`config.mk`:
```
export PLATFORM = sky130hd
export DESIGN_NAME = ci_initiator
export DESIGN_NICKNAME = d
export VERILOG_FILES = /design/src/rtl/ci_initiator.sv
export SDC_FILE = /design/constraint.sdc
export NUM_CORES = 1
export LEC_CHECK = 0
export BUFFER_PORTS_ARGS = -buffer_cell sky130_fd_sc_hd__buf_2
export CORE_MARGIN = 2
export CORE_UTILIZATION = 55
export CTS_CLUSTER_SIZE = 14
export DETAILED_ROUTE_END_ITERATION = 10
export MAX_ROUTING_LAYER = met4
export PLACE_DENSITY = 0.77
export REMOVE_ABC_BUFFERS = 1
export SETUP_SLACK_MARGIN = 0.1
export SYNTH_ARGS = -nofsm -noshare
export SYNTH_HDL_FRONTEND = slang
export SYNTH_SLANG_ARGS = --single-unit
```
`constraint.sdc`:
```
create_clock -name clock -period 8.67 [get_ports clock]
set_input_delay 1.734 -clock clock [delete_from_list [all_inputs] [get_ports clock]]
set_output_delay 1.734 -clock clock [all_outputs]
set_load 0.1 [all_outputs]
```
`src/rtl/ci_initiator.sv`:
```
// Custom-instruction initiator: queues CI commands, issues them one at a time to a CI slave,
// waits for done or a timeout, and returns the captured result on a valid/ready port.
module ci_initiator #(
  parameter int unsigned FIFO_DEPTH     = 4,
  parameter int unsigned TIMEOUT_CYCLES = 255
) (
  input  logic        clock,
  input  logic        reset,
  input  logic        cmd_valid,
  output logic        cmd_ready,
  input  logic [7:0]  cmd_ci_n,
  input  logic [31:0] cmd_value_a,
  input  logic [31:0] cmd_value_b,
  output logic        rsp_valid,
  input  logic        rsp_ready,
  output logic [31:0] rsp_result,
  output logic        rsp_timeout,
  output logic        ci_start,
  output logic [7:0]  ci_n,
  output logic [31:0] ci_value_a,
  output logic [31:0] ci_value_b,
  input  logic [31:0] ci_result,
  input  logic        ci_done,
  output logic        busy
);

  localparam int unsigned AddrW      = (FIFO_DEPTH > 1) ? $clog2(FIFO_DEPTH) : 1;
  localparam logic [15:0] TimeoutVal = 16'(TIMEOUT_CYCLES);

  typedef enum logic [1:0] {StIdle, StIssue, StWait, StResp} state_e;

  state_e           state_q, state_d;
  logic [71:0]      mem_q [FIFO_DEPTH];
  logic [AddrW:0]   wr_ptr_q, wr_ptr_d;
  logic [AddrW:0]   rd_ptr_q, rd_ptr_d;
  logic             cmd_ready_q;
  logic             full_d;
  logic             empty;
  logic             push;
  logic             pop;
  logic [15:0]      cnt_q, cnt_d;
  logic [7:0]       ci_n_q, ci_n_d;
  logic [31:0]      ci_a_q, ci_a_d;
  logic [31:0]      ci_b_q, ci_b_d;
  logic [31:0]      rsp_result_q, rsp_result_d;
  logic             rsp_timeout_q, rsp_timeout_d;

  assign empty = (wr_ptr_q == rd_ptr_q);
  assign push  = cmd_valid & cmd_ready_q;
  assign pop   = (state_q == StIdle) & ~empty;

  assign wr_ptr_d = wr_ptr_q + {{AddrW{1'b0}}, push};
  assign rd_ptr_d = rd_ptr_q + {{AddrW{1'b0}}, pop};

  // Ready is registered from the next-cycle occupancy, so it never depends on this cycle's pop.
  assign full_d = (wr_ptr_d[AddrW] != rd_ptr_d[AddrW]) &&
                  (wr_ptr_d[AddrW-1:0] == rd_ptr_d[AddrW-1:0]);

  always_ff @(posedge clock) begin
    if (push) begin
      mem_q[wr_ptr_q[AddrW-1:0]] <= {cmd_ci_n, cmd_value_a, cmd_value_b};
    end
  end

  always_comb begin
    state_d       = state_q;
    cnt_d         = cnt_q;
    ci_n_d        = ci_n_q;
    ci_a_d        = ci_a_q;
    ci_b_d        = ci_b_q;
    rsp_result_d  = rsp_result_q;
    rsp_timeout_d = rsp_timeout_q;
    case (state_q)
      StIdle: begin
        if (!empty) begin
          {ci_n_d, ci_a_d, ci_b_d} = mem_q[rd_ptr_q[AddrW-1:0]];
          state_d = StIssue;
        end
      end
      StIssue: begin
        cnt_d = 16'd1;
        if (ci_done) begin
          rsp_result_d  = ci_result;
          rsp_timeout_d = 1'b0;
          state_d       = StResp;
        end else begin
          state_d = StWait;
        end
      end
      StWait: begin
        // Done takes priority over an expiring timeout in the same cycle.
        if (ci_done) begin
          rsp_result_d  = ci_result;
          rsp_timeout_d = 1'b0;
          state_d       = StResp;
        end else if (cnt_q == TimeoutVal) begin
          rsp_result_d  = 32'h0;
          rsp_timeout_d = 1'b1;
          state_d       = StResp;
        end else begin
          cnt_d = cnt_q + 16'd1;
        end
      end
      StResp: begin
        if (rsp_ready) begin
          state_d = StIdle;
        end
      end
      default: state_d = StIdle;
    endcase
  end

  always_ff @(posedge clock) begin
    if (reset) begin
      state_q       <= StIdle;
      wr_ptr_q      <= '0;
      rd_ptr_q      <= '0;
      cmd_ready_q   <= 1'b1;
      cnt_q         <= 16'd0;
      ci_n_q        <= 8'h0;
      ci_a_q        <= 32'h0;
      ci_b_q        <= 32'h0;
      rsp_result_q  <= 32'h0;
      rsp_timeout_q <= 1'b0;
    end else begin
      state_q       <= state_d;
      wr_ptr_q      <= wr_ptr_d;
      rd_ptr_q      <= rd_ptr_d;
      cmd_ready_q   <= ~full_d;
      cnt_q         <= cnt_d;
      ci_n_q        <= ci_n_d;
      ci_a_q        <= ci_a_d;
      ci_b_q        <= ci_b_d;
      rsp_result_q  <= rsp_result_d;
      rsp_timeout_q <= rsp_timeout_d;
    end
  end

  assign cmd_ready   = cmd_ready_q;
  assign rsp_valid   = (state_q == StResp);
  assign rsp_result  = rsp_result_q;
  assign rsp_timeout = rsp_timeout_q;
  assign ci_start    = (state_q == StIssue);
  assign ci_n        = ci_n_q;
  assign ci_value_a  = ci_a_q;
  assign ci_value_b  = ci_b_q;
  assign busy        = (state_q != StIdle) | ~empty;

endmodule

```
Word level (Yosys, flattened, before mapping)
Memories as Yosys holds them, arrays and structs flattened. A register that Yosys moved wholly into a read port is not among the register bits. Index checks and enable logic that the tools add are counted.

Flip-flop bits (word level): 58. Memories kept: 1. Output and inout port bits: 109. RAM bits: 288. Logic and storage cells: 56.

Memories: mem_q (words 4, bits a word 72, rd ports 1, clocked after memory_dff 1, write ports 1, line 33) `logic [71:0] mem_q [FIFO_DEPTH];`.

Add/subtract/negate cells: 3. Equality and inequality tests: 13. Multiplexer cells: 19. Reduce and logical (&&, ||, !) cells: 8. Bitwise logic cells: 5.

Operator list (count): $mux W32 (3); $pmux W32 S2 (1); $mux W16 (2); $pmux W16 S2 (1); $add A16 B1 Y16 const B (1); $eq A16 B8 Y1 const B (1); $reduce_and A3 Y1 (3); $mux W2 (4); $pmux W2 S4 (1); $add A3 B1 Y3 (2); $mux W1 (6); $ne A2 B2 Y1 const B (3); $eq A2 B2 Y1 const B (2); $ne A2 B1 Y1 const B (2); $reduce_bool A2 Y1 (2); $eq A3 B3 Y1 (1); $ne A3 B3 Y1 const B (1); $and A1 B1 Y1 (2); $eq A2 B1 Y1 const B (1); $eq A2 B2 Y1 (1); $logic_not A2 Y1 (1); $not A1 Y1 (2); $pmux W1 S2 (1); $reduce_and A2 Y1 (1); 3 further kinds (3).

Longest topological paths before layout
Gate-level depths: netlist (run 1).

Depth in word-level cells: 7. Mapped depth: 10. Gate-level depth less buffers: 9.

Worst setup path after synthesis (run 1)
OpenSTA, ideal clock, no wires.

Path type: input to register. Start: input port cmd_valid. End: memory mem_q[2][0] (enable). Data arrival time: 7152 ps. Library setup time: 606 ps. Setup slack: 912 ps. Stages: 2. Buffers on the path: 0. Cell sequence: nand2_1 nor3b_1.

Word-level cells in the longest chain between the ends: 3.

RTL lines: start: declaration (line 9) `input logic cmd_valid,`; $and A1 B1 Y1 (line 49) `assign push = cmd_valid & cmd_ready_q;`; $mux W1 (line 60) `if (push) begin`; $mux W1 (implied by the code) (line 61) `mem_q[wr_ptr_q[AddrW-1:0]] <= {cmd_ci_n, cmd_value_a, cmd_value_b};`; end: declaration (line 33).

No other way between the ends.

Worst setup path after layout (run 1)
Start: register rd_ptr_q[0]. End: output port busy.

Word-level cells in the longest chain between the ends: 3.

RTL lines: start: declaration (line 35) `logic [AddrW:0] rd_ptr_q, rd_ptr_d;`; start signal: assignment (line 128) `rd_ptr_q <= rd_ptr_d;`; $eq A3 B3 Y1 (line 48) `assign empty = (wr_ptr_q == rd_ptr_q);`; $not A1 Y1 (no source line); $or A1 B1 Y1 (line 147) `assign busy = (state_q != StIdle) | ~empty;`; end: declaration (line 24) `output logic busy`.

No other way between the ends.

==> qor.txt, run 1 <==
Outcome = finished, final reports clean
Total Neg Setup Slack = 0 ps
CTS tree = built
Unrepaired setup endpoints after global routing = false
Die Ht = 171 µm
Post-CTS Setup Bufs = 0
I/O Pins = 218
Worst Path Arrival = 2470 ps
Post-route cell area = 0.0183 mm²
Tot Pwr = 0.00679 W
Minimum clock period = 4210 ps
Main synth FF type = edfxtp_1
HP Class = flip-flop to flip-flop
Asr flop ratio synth = 0%
GR Util All Layers = 22.1%
Tcrit/Tclk final = 48.5%
IO buf count = 217
Post-route DRC = 0
CTS Root Cell = clkbuf_16
Hold_buf cts = 0
Peak supply drop = 0.341 mV
GRT overflow = 0
Synthesized flop and latch total = 418
# rows = 61
Clock latency on the worst-skew pair = 540 ps
Fin cells = 1583
DR iter-0 viols = 662
Die Wd = 171 µm
Vias = 8859
DP Wirelength = 17.9 mm
Max_cap viols = 0
EDFF count, synth = 288
Largest net degree at the start of global routing = 74
Power Density = 370 mW/mm²
Layout Skew = 16.4 ps
Initial antenna violation count = 8
Fmax = 238 MHz
Number of global-route vias before repair = 8859
Worst-path maximum fanout = 34
Synth Area per Inst = 16.3 µm²
Post-DRT Antenna Nets = 0
Via density = 5.60
Startpoint Class = flip-flop
Leak = 6.59 nW
Final hold viol count = 0
Worst-margin pin slew = 1230 ps
CTS Buffer Depth = 3
H-tree depth = 2
Slew headroom = 18.2%
Yosys warnings = 0
Cell Area, Placed = 0.0168 mm²
First-pass GRT wire length = 48.0 mm
Slew Viols, Final = 0
Critical path type = flip-flop to output port
Total die area = 0.0292 mm²
Post-DR wirelength/cell = 19.7 µm
Post-CTS sizing = 0
Sequential element share of the synthesized area = 73.3%
Placed cells = 1495
CP endpoint kind = output port
Post-Syn Instances = 940
First-pass DRT Iterations = 5
Initial Util = 55.5%
Final setup viols = 0
Worst path required time = 6940 ps
CTS buffer count = 42
Nets = 1280
Clk pin slew, worst setup/hold paths = 60 ps
Core area = 0.0276 mm²
Area growth syn-to-layout = 19.5%
Library cells used by synthesis = 48
RePlAce Congestion = 0.877
Num Clock Sinks = 418
Post-Syn Area = 0.0153 mm²
Routed WL = 31.2 mm
Share of layout cells above drive strength 1 = 31.5%
==> metal layers <==
metal | routed length, µm | vias to the layer above | part of all wire, % | global-route usage, %
met3 | 2570 | 44 | 8.2 | 5.64
li1 | - | 4091 | - | -
met4 | 433 | 0 | 1.4 | 4.68
met1 | 13000 | 4422 | 42 | 28.0
met5 | 0 | - | 0 | -
met2 | 15200 | 302 | 49 | 36.5
==> critical path, stage by stage (launching register included) <==
cell and delay, ps:
dfxtp_4 810, xor2_1 230, or4b_1 570, buf_2 330
==> cell usage after synthesis, types with 7 or more instances <==
cell type	number	share of area, %
edfxtp_1	288	56
ha_1	10	0.82
a21oi_1	79	2.6
nor2_1	7	0.17
buf_2	9	0.29
nand3_1	9	0.29
a31oi_1	8	0.33
nand2b_1	13	0.53
nand2_1	153	3.7
mux4_2	72	11
nor2b_1	7	0.29
clkbuf_1	39	0.95
dfxtp_1	130	17
a22o_1	32	1.8
o211ai_1	7	0.34
or4_1	7	0.34
==> state kept, by name (all words and copies together) (netlist names) <==
signal       cells
ci_value_a      32
cnt_q           16
mem_q          288
rsp_timeout      1
cmd_ready        1
ci_value_b      32
wr_ptr_q         3
ci_n             8
state_q          2
rd_ptr_q         3
rsp_result      32
==> per-stage QoR <==
stage               worst slack (ps)  hold WS, ps  utilization (%)
global route                    4280          465             66.3
finish                          4460          449             66.4
global placement                4950          442             60.8
CTS                             4380          453             66.3
floorplan                        169          468                -
detailed placement              4950          445             60.8
==> cell type report <==
cell class	instances	area (µm²)
inverters	7	26.3
clock inverters	19	345
repair buffers	228	1170
diodes	10	25.0
well taps	378	473
flip-flops and latches	418	11300
fillers	1913	9290
clock buffers	59	1160
multi-input cells	464	3870
==> placed cells by master (no fill, tap or decap), types with 8 or more instances in the layout <==
cell       instances
edfxtp_1         288
buf_2            216
nand2_1          153
dfxtp_1          128
a21oi_1           79
mux4_2            72
clkbuf_16         42
a22o_1            32
nand2b_1          13
clkbuf_1          12
buf_4             12
diode_2           10
ha_1              10
nand3_1            9
a31oi_1            8
bufinv_16          8
==> power breakdown <==
group / total, W / internal [W] / leakage [nW] / switching, W
sequential: 0.00255 / 0.00239 / 3.71 / 0.000159
combinational: 0.00230 / 0.000480 / 2.16 / 0.00182
clock: 0.00193 / 0.00119 / 0.725 / 0.000744
==> logic make-up (layout without fill, tap and decap cells) <==
family                     count (synthesis)  in the layout  synth area share, %
AOI/OAI and AO/OA                        147            147                 6.30
xor gates and xnor gates                   8              8                0.457
adders and majority gates                 10             10                0.816
buffers and inverters                     58            313                 1.64
DFF                                      418            418                 73.3
muxes                                     74             74                 10.7
other                                      0             10                    0
and+or+nand+nor                          225            225                 6.76
==> path summary, 6_finish.rpt <==
kind / start / end / slack, ps / cells after the start
max: rd_ptr_q[0] / busy / 4460 / 3
min: ci_value_b[31] / ci_value_b[31] / 450 / 2
max reg2reg: rd_ptr_q[0] / cmd_ready / 5310 / 8
min reg2reg: ci_value_b[31] / ci_value_b[31] / 450 / 2
Note: power is estimated with default switching activity, not from simulation.
==> inputs of run 2 (changes only) <==
- CORE_UTILIZATION: 55 -> 51
- PLACE_DENSITY: 0.77 -> 0.75
- clock period: 8.67 -> 3.4 ns (I/O delays scaled with it)
==> qor.txt, run 2 (synthesized netlist as in run 1, its figures left out) <==
Area growth syn-to-layout = 18.9%
Post-CTS sizing = 0
Nets = 1286
CTS buffer count = 42
Power Density = 925 mW/mm²
Slew headroom = 38.5%
Worst hold slack = 359 ps
Core area = 0.0296 mm²
GRT overflow = 0
First-pass GRT wire length = 48.1 mm
DR iter-0 viols = 775
Die Ht = 177 µm
Routed WL = 31.4 mm
First-pass DRT Iterations = 5
IO buf count = 217
Reg area = 0.0113 mm²
Share of layout cells above drive strength 1 = 31.2%
Minimum clock period = 2900 ps
# rows = 63
Via density = 5.53
Initial Util = 51.8%
Die Wd = 177 µm
# fillers = 2219
NetSw = 0.00686 W
Combinational group share of total power = 35.4%
DP Wirelength = 18.4 mm
Peak supply drop = 0.826 mV
Area of the multi-input gates = 0.00387 mm²
Largest register FFs = 288
Num Clock Sinks = 418
Unrepaired setup endpoints after global routing = false
Reg power frac = 38.1%
Hold_buf cts = 0
Clock latency on the worst-skew pair = 530 ps
Largest net degree at the start of global routing = 73
GR Util All Layers = 20.5%
Int Power = 0.0100 W
Leading cell type in the layout, fill and taps excluded = edfxtp_1
Vias = 8834
H-tree depth = 2
Worst Path Arrival = 2220 ps
RePlAce Congestion = 0.805
Post-CTS Setup Bufs = 0
Final setup viols = 0
Leak = 6.54 nW
Worst path required time = 2720 ps
Initial antenna violation count = 5
Worst-margin pin slew = 923 ps
CP endpoint kind = output port
CTS Root Cell = clkbuf_16
Total die area = 0.0315 mm²
Clk pin slew, worst setup/hold paths = 60 ps
Max_cap viols = 0
CTS tree = built
Post-DR wirelength/cell = 19.6 µm
Critical path type = flip-flop to output port
Startpoint Class = flip-flop
Net Sw Frac = 40.7%
Slew Viols, Final = 0
Tot Pwr = 0.0169 W
I/O Pins = 218
Tcrit/Tclk final = 85.3%
Reg2reg setup slack = 1060 ps
CTS Buffer Depth = 3
Layout Skew = 20.6 ps
HP Class = input port to flip-flop
Outcome = finished, final reports clean
Total Neg Setup Slack = 0 ps
Final hold viol count = 0
Clock network fraction of total power = 26.5%
Most frequent cells in the layout = 288 x edfxtp_1, 216 x buf_2, 153 x nand2_1
Worst-path maximum fanout = 20
Post-DRT Antenna Nets = 0
Number of global-route vias before repair = 8894
Fmax = 345 MHz
Post-route DRC = 0
run 2: changes by cell type in the layout (fill, tap and decap cells not counted), moves of 3 or more:
cell,before,now
buf_4,12,17
clkbuf_16,42,45
clkbuf_8,5,1
diode_2,10,6
bufinv_16,8,3
clkbuf_1,12,19
run 2: worst paths after layout:
check,from,end,cells after the start
setup / recovery,rd_ptr_q[0],busy,3
hold / removal,ci_result[17],rsp_result[17],2
setup reg to reg,rd_ptr_q[0],cmd_ready,7
hold reg to reg,ci_value_a[13],ci_value_a[13],2
run 2: power groups by stage:
stage               Sequential [W]  Combinational [W]  Clock, W
CTS                        0.00643            0.00603   0.00458
floorplan                  0.00969            0.00169         0
finish                     0.00643            0.00598   0.00448
global placement           0.00650            0.00594         0
global route               0.00650            0.00627   0.00478
detailed placement         0.00653            0.00601         0
run 2: routing by layer:
layer  vias up  track usage [%]  routed length (µm)
li1       4094                -                   -
met1      4413             25.2               12800
met2       293             33.8               15500
met3        34             5.87                2600
met4         0             4.51                 412
met5         -                -                   0
run 2: critical path: stages, from the launching register on:
cell	delay, ps
dfxtp_4	600
xor2_1	180
or4b_1	560
buf_2	330
run 2: cell type report:
| cell class | count | share of cell area, % |
|---|---|---|
| antenna | 6 | 0.0823 |
| clock buffer | 65 | 6.64 |
| clock inverter | 13 | 0.802 |
| inverter | 7 | 0.144 |
| multi-input combinational | 464 | 21.2 |
| sequential | 418 | 61.7 |
| tap | 390 | 2.67 |
| timing repair buffer | 234 | 6.73 |
run 2: through the flow:
step | cells | cell area [µm²] | utilization [%] | setup slack [ps]
after global routing | 1596 | 18200 | 61.6 | 371
after CTS | 1591 | 18200 | 61.5 | 452
after detailed placement | 1513 | 16900 | 56.9 | 1030
final | 1597 | 18200 | 61.6 | 501
after global placement | 1513 | 16900 | 56.9 | 1040
after floorplan | 889 | 15100 | - | -5100
==> inputs of run 3 (changes only) <==
- CTS_BUF_LIST: unset -> sky130_fd_sc_hd__clkbuf_8 sky130_fd_sc_hd__clkbuf_16
==> qor.txt, run 3 (synthesized netlist as in run 1, its figures left out) <==
# rows = 63
Post-DRT Antenna Nets = 0
Post-DR wirelength/cell = 19.6 µm
Slew headroom = 37.7%
Worst setup path end = busy
Via density = 5.54
Post-route cell area = 0.0182 mm²
Worst r2r path cells = 7
RePlAce Congestion = 0.805
Worst hold slack = 359 ps
CTS Buffer Depth = 3
Worst path required time = 2720 ps
Fmax = 345 MHz
Reg2reg setup slack = 1060 ps
Largest net degree at the start of global routing = 73
Placed cells = 1513
Minimum clock period = 2900 ps
DR iter-0 viols = 769
CP startpoint = rd_ptr_q[0]
Post-route DRC = 0
IO buf count = 217
Area growth syn-to-layout = 18.9%
Num Clock Sinks = 418
First-pass GRT wire length = 48.1 mm
Nets = 1286
H-tree depth = 2
GRT overflow = 0
Leak = 6.62 nW
Fin cells = 1597
Leading cell type in the layout, fill and taps excluded = edfxtp_1
CTS buffer count = 42
DP Wirelength = 18.4 mm
GR Util All Layers = 20.5%
Share of layout cells above drive strength 1 = 31.2%
# fillers = 2219
R2R Path End = cmd_ready
Initial antenna violation count = 5
Post-CTS sizing = 0
Final setup viols = 0
Clock latency on the worst-skew pair = 530 ps
Startpoint Class = flip-flop
Final hold viol count = 0
I/O Pins = 218
CTS Root Cell = clkbuf_16
Layout Skew = 20.1 ps
Cell Area, Placed = 0.0169 mm²
Largest register FFs = 288
Slew Viols, Final = 0
CP endpoint kind = output port
Power Density = 922 mW/mm²
Peak supply drop = 0.815 mV
Worst-margin pin slew = 934 ps
Worst-path maximum fanout = 20
Tcrit/Tclk final = 85.3%
Die Wd = 177 µm
Worst Path Arrival = 2220 ps
Outcome = finished, final reports clean
Max_cap viols = 0
Hold_buf cts = 0
First-pass DRT Iterations = 7
Tot Pwr = 0.0168 W
CTS tree = built
Number of global-route vias before repair = 8894
Most frequent cells in the layout = 288 x edfxtp_1, 216 x buf_2, 153 x nand2_1
Vias = 8850
Core area = 0.0296 mm²
Total die area = 0.0315 mm²
Post-CTS Setup Bufs = 0
FF-to-FF Start = rd_ptr_q[0]
HP Class = input port to flip-flop
Critical path type = flip-flop to output port
Routed WL = 31.4 mm
Unrepaired setup endpoints after global routing = false
Die Ht = 177 µm
Clk pin slew, worst setup/hold paths = 60 ps
Initial Util = 51.8%
-- run 3: cell count changes in the layout (fill, tap and decap cells not counted) --
cell / previous run / this run
inv_1: 6 / 25
clkbuf_1: 19 / 0
-- run 3: how the worst min path moves through the flow --
stage / from / end / slack, ps / depth (start not counted)
CTS: ci_result[17] / rsp_result[17] / 330 / 2
floorplan: cnt_q[1] / cnt_q[1] / 470 / 2
global placement: ci_value_b[27] / ci_value_b[27] / 440 / 2
detailed placement: ci_value_a[13] / ci_value_a[13] / 440 / 2
global route: ci_result[17] / rsp_result[17] / 340 / 2
finish: ci_result[17] / rsp_result[17] / 360 / 2
-- run 3: where the power goes --
part           total [W]  internal [W]  switching (W)
logic            0.00598       0.00124        0.00474
registers        0.00643       0.00609       0.000338
clock network    0.00442       0.00263        0.00179
total             0.0168       0.00996        0.00687
-- run 3: final cells by class --
type                            instances  area [µm²]  area share (%)
Clock inverter                         32         218            1.19
Antenna cell                            6        15.0          0.0823
Sequential cell                       418       11300            61.7
Timing Repair Buffer                  234        1230            6.73
Clock buffer                           46        1140            6.25
Inverter                                7        26.3           0.144
Multi-Input combinational cell        464        3870            21.2
Tap cell                              390         488            2.67
-- run 3: metal layers --
metal  wire, µm  vias to the layer above  part of all wire [%]  track usage [%]
met5          0                        -                     0                -
met4        435                        0                   1.4             4.51
met3       2600                       42                   8.3             5.87
met2      15400                      290                    49             33.8
met1      12900                     4424                    41             25.2
li1           -                     4094                     -                -
-- run 3: through the flow --
stage | util, % | setup slack (ps) | setup TNS, ps
2_1_floorplan | - | -5100 | -1078990
3_3_place_gp | 56.9 | 1040 | 0
3_5_place_dp | 56.9 | 1030 | 0
4_1_cts | 61.5 | 452 | 0
5_1_grt | 61.6 | 371 | 0
6_report | 61.6 | 501 | 0
-- run 3: worst max-delay path, cell delays in order (launching register included) --
cell	delay (ps)
dfxtp_4	600
xor2_1	180
or4b_1	560
buf_2	330
